<file path="src/rtl/alu_dispatch.sv">
// rtl/alu_dispatch.sv - four-bank ALU request dispatcher with per-bank FIFOs and issue/wait FSMs
module alu_dispatch #(
    parameter int DEPTH   = 4,
    parameter int TIMEOUT = 16
) (
    input  logic         clock,
    input  logic         reset,
    input  logic         req_valid,
    output logic         req_ready,
    input  logic [1:0]   req_bank,
    input  logic [1:0]   req_command,
    input  logic [31:0]  req_data1,
    input  logic [31:0]  req_data2,
    output logic [7:0]   alu_command,
    output logic [127:0] alu_data1,
    output logic [127:0] alu_data2,
    input  logic [7:0]   alu_response,
    output logic [3:0]   bank_busy,
    output logic [11:0]  fifo_count,
    output logic [3:0]   timeout_err
);

    localparam int PW = $clog2(DEPTH);
    localparam int CW = $clog2(DEPTH + 1);
    localparam int TW = (TIMEOUT > 2) ? $clog2(TIMEOUT) : 1;
    localparam int EW = 66;

    localparam logic [1:0] ST_IDLE  = 2'd0;
    localparam logic [1:0] ST_ISSUE = 2'd1;
    localparam logic [1:0] ST_WAIT  = 2'd2;

    logic [3:0] full;
    logic       push;

    assign req_ready = !full[req_bank];
    // NOP requests are accepted (handshake completes) but never stored
    assign push = req_valid && req_ready && (req_command != 2'b00);

    for (genvar b = 0; b < 4; b++) begin : g_bank
        logic [EW-1:0] mem [DEPTH];
        logic [PW-1:0] wr_q, wr_d, rd_q, rd_d;
        logic [CW-1:0] count_q, count_d;
        logic [1:0]    state_q, state_d;
        logic [1:0]    cmd_q, cmd_d;
        logic [TW-1:0] timer_q, timer_d;
        logic          err_q, err_d;
        logic [31:0]   d1_q, d1_d, d2_q, d2_d;
        logic          bank_push, pop;

        assign bank_push = push && (req_bank == 2'(b));

        always_ff @(posedge clock) begin
            if (bank_push) begin
                mem[wr_q] <= {req_command, req_data1, req_data2};
            end
        end

        always_comb begin
            state_d = state_q;
            timer_d = timer_q;
            err_d   = err_q;
            cmd_d   = cmd_q;
            d1_d    = d1_q;
            d2_d    = d2_q;
            pop     = 1'b0;
            case (state_q)
                ST_IDLE: begin
                    if (count_q != '0) begin
                        pop                 = 1'b1;
                        {cmd_d, d1_d, d2_d} = mem[rd_q];
                        state_d             = ST_ISSUE;
                    end
                end
                ST_ISSUE: begin
                    state_d = ST_WAIT;
                    timer_d = '0;
                end
                ST_WAIT: begin
                    // a response in the final timer cycle takes priority over the timeout
                    if (alu_response[2*b +: 2] != 2'b00) begin
                        state_d = ST_IDLE;
                    end else if (timer_q == TW'(TIMEOUT - 1)) begin
                        err_d   = 1'b1;
                        state_d = ST_IDLE;
                    end else begin
                        timer_d = timer_q + TW'(1);
                    end
                end
                default: state_d = ST_IDLE;
            endcase

            wr_d = bank_push ? wr_q + PW'(1) : wr_q;
            rd_d = pop ? rd_q + PW'(1) : rd_q;
            case ({bank_push, pop})
                2'b10:   count_d = count_q + CW'(1);
                2'b01:   count_d = count_q - CW'(1);
                default: count_d = count_q;
            endcase
        end

        always_ff @(posedge clock or posedge reset) begin
            if (reset) begin
                wr_q    <= '0;
                rd_q    <= '0;
                count_q <= '0;
                state_q <= ST_IDLE;
                timer_q <= '0;
                err_q   <= 1'b0;
                cmd_q   <= 2'b00;
                d1_q    <= '0;
                d2_q    <= '0;
            end else begin
                wr_q    <= wr_d;
                rd_q    <= rd_d;
                count_q <= count_d;
                state_q <= state_d;
                timer_q <= timer_d;
                err_q   <= err_d;
                cmd_q   <= cmd_d;
                d1_q    <= d1_d;
                d2_q    <= d2_d;
            end
        end

        assign full[b]                 = (count_q == CW'(DEPTH));
        assign alu_command[2*b +: 2]   = (state_q == ST_ISSUE) ? cmd_q : 2'b00;
        assign alu_data1[32*b +: 32]   = d1_q;
        assign alu_data2[32*b +: 32]   = d2_q;
        assign bank_busy[b]            = (state_q != ST_IDLE);
        assign fifo_count[3*b +: 3]    = 3'(count_q);
        assign timeout_err[b]          = err_q;
    end

endmodule

</file>
<file path="config.mk">
export PLATFORM = sky130hd
export DESIGN_NAME = alu_dispatch
export DESIGN_NICKNAME = d
export VERILOG_FILES = /design/src/rtl/alu_dispatch.sv
export SDC_FILE = /design/constraint.sdc
export NUM_CORES = 1
export LEC_CHECK = 0
export CAP_MARGIN = 20
export CORE_MARGIN = 5
export CORE_UTILIZATION = 35
export DETAILED_ROUTE_END_ITERATION = 10
export SETUP_SLACK_MARGIN = 0.15
export SKIP_CTS_REPAIR_TIMING = 1
export SLEW_MARGIN = 15
export SYNTH_ARGS = -nofsm -noshare
export SYNTH_HDL_FRONTEND = slang
export SYNTH_SLANG_ARGS = --single-unit
export TNS_END_PERCENT = 10
</file>
<file path="constraint.sdc">
create_clock -name clock -period 25 [get_ports clock]
set_input_delay 2.5 -clock clock [delete_from_list [all_inputs] [get_ports clock]]
set_output_delay 2.5 -clock clock [all_outputs]
set_load 0.1 [all_outputs]
</file>
==> results_dict.tcl <==
set metrics [dict create \
    status "finished clean" \
    cp.arrival_ps 5230 \
    hold_viol_final 0 \
    r2r_slack_ps 21380 \
    grt_max_degree 84 \
    initial_utilization_pct 35.2 \
    setup_viol 0 \
    end_kind "output port" \
    reg2regPathDepth 9 \
    period_share_pct 30.9 \
    clock_sinks 1376 \
    crit_path_start_kind "input pin" \
    ys_ff_latch 1376 \
    min_from "g_bank[3].err_q$_DFFE_PP0P_" \
    netlist.area_leader.share_pct 61.7 \
    core_mm2 0.146 \
    maxCapViolations 0 \
    drc 0 \
    fin_util_pct 42.7 \
    period_needed_ps 7730 \
    regArea_mm2 0.0397 \
    maxSlewHeadroom_pct 21.9 \
    synthFlopType "edfxtp_1" \
    async_flop_share_pct 23.3 \
    die-width_um 393 \
    clk_pin_slew_ps 50 \
    max_freq_mhz 129 \
    syn_area_mm2 0.0514 \
    hold-path-endpoint "g_bank[3].err_q$_DFFE_PP0P_" \
    clockBufferDepth 3 \
    synth-edff-count 1056 \
    syn_nets 2340 \
    yosysWarnings 0 \
    grt_pass1_vias 25200 \
    hold_path.class "flip-flop to flip-flop" \
    path_class "input pin to output port" \
    synth_top_area_cell "edfxtp_1" \
    cts_tree "yes" \
    skew_ps 40.3 \
    syn_inst 2233 \
    grt-ovfl-total 0 \
    tightest_slew_ps 1170 \
    ys_seq_area_share_pct 77.3 \
    multi_input_area_mm2 0.0109 \
    grt_pass1_wl_um 184000 \
    firstDrtPassIters 5 \
    regToRegStartpoint "g_bank[0].state_q[0]$_DFFE_PP0P_" \
    gp_congestion 0.740 \
    path_cells "clkdlybuf4s50_1 > and2b_1 > a221oi_1 > o22a_1 > clkdlybuf4s50_1" \
    fin_setup_tns_ps 0 \
    ant_nets 0 \
    cts_buffers 143 \
    placed_area_mm2 0.0572 \
    avgSynthCellArea_um2 23.0 \
    fp.dieArea_mm2 0.155 \
    cp_common_cell "clkdlybuf4s50_1" \
    timing.rr.end "g_bank[0].count_q[2]$_DFFE_PP0P_" \
    synth_area_leaders "edfxtp_1 (62%), dfrtp_1 (16%), mux4_2 (12%), mux2_2 (4.3%), mux2_4 (2.1%)" \
    pin_count 364 \
    area_growth_pct 21.0 \
    vias_per_cell 5.01 \
    slew_viol_final 0 \
    dr.first_iter.drc_count 1760 \
    track_usage_pct 16.5 \
    drt-total-wl_um 128000 \
    critPathMaxFanout 7 \
    hpwl_um 81600 \
    insertion_delay_ps 780 \
    root_buffer "clkbuf_16" \
    layout_commonest_cell "edfxtp_1" \
    hold_depth 1 \
    num_rows 140 \
    max_stage_delay_ps 1180 \
    wire_per_inst_um 27.0 \
    vias 23700 \
    crit_slowest_cell "clkdlybuf4s50_1" \
    cp_data_required_time_ps 22500 \
    final_cell_mix "edfxtp_1 (1056), clkdlybuf4s50_1 (352), dfrtp_1 (312)" \
    port_buffers 363 \
    finish.instance_area_mm2 0.0622 \
    drive_above_1_share_pct 29.5 \
    die_h_um 393 \
    cts.htree.levels 4 \
    holdWs_ps 464 \
    synth_cell_type_count 52 \
    nFillCells 12400 \
    antenna_found_initial 12 \
    finalNetCount 2794 \
    rsz0062_at_grt "false" \
]
routing by layer:
metal / global-route usage (%) / vias to the layer above / share of wire [%]
met2: 27.3 / 794 / 50
li1: - / 10000 / -
met1: 21.7 / 12700 / 41
met3: 4.35 / 165 / 7.2
met5: 0 / - / 0.020
met4: 4.42 / 4 / 2.1
synthesized netlist by cell type (6+ instances only):
master    instances
o21ai_0           8
nand2_1          10
mux4_2          264
o211ai_1          7
edfxtp_1       1056
mux2_4           73
inv_1            29
mux2_2          195
nor2_1           11
nand3_1          13
buf_12            8
dfrtp_1         320
ha_1             24
and2_1           24
buf_2            42
buf_6            14
clkbuf_1         17
xor2_1           16
buf_4             6
xnor2_1           9
how the worst max path moves through the flow:
stage,start,slack [ps],end
after CTS,req_bank[0],17280,req_ready
final,req_bank[0],17270,req_ready
after global routing,req_bank[0],17250,req_ready
after global placement,req_bank[0],17280,req_ready
after detailed placement,req_bank[0],17290,req_ready
after floorplan,reset,13640,g_bank[0].cmd_q[0]$_DFFE_PP0P_
critical path, delay by kind of cell:
kind            cells  cell delay [ps]
compound gates      2              640
buf+inv             2             1840
simple gates        1              230
sequential cells by signal, indices dropped and copies added (netlist names):
signal,flops
g_bank.mem,1056
g_bank.d1_q,128
g_bank.d2_q,128
g_bank.timer_q,16
g_bank.count_q,12
g_bank.cmd_q,8
g_bank.rd_q,8
g_bank.state_q,8
g_bank.wr_q,8
g_bank.err_q,4
area by class of cell:
cell class / instances / area share (%)
Antenna cell: 6 / 0.0241
Clock buffer: 202 / 6.46
Clock inverter: 65 / 1.24
Inverter: 29 / 0.187
Multi-Input combinational cell: 732 / 17.5
Sequential cell: 1376 / 63.9
Tap cell: 1917 / 3.86
Timing Repair Buffer: 405 / 6.81
cells by family after synthesis:
| group | Yosys count | share of synthesized area, % |
|---|---|---|
| DFF | 1376 | 77.3 |
| muxes | 537 | 18.1 |
| buffers and inverters | 125 | 1.61 |
| and+or+nand+nor | 106 | 1.29 |
| AOI/OAI and AO/OA | 36 | 0.533 |
| adders and majority gates | 28 | 0.740 |
| xor gates and xnor gates | 25 | 0.426 |
metrics by stage:
stage	worst slack [ps]	instances
5_1_grt	17250	4728
6_report	17270	4732
3_3_place_gp	17280	4442
3_5_place_dp	17290	4453
4_1_cts	17280	4720
2_1_floorplan	13640	2233
Power is left out: the tool's default activity adds up to more than one toggle a clock period on the data nets, which glitch-free logic cannot reach.
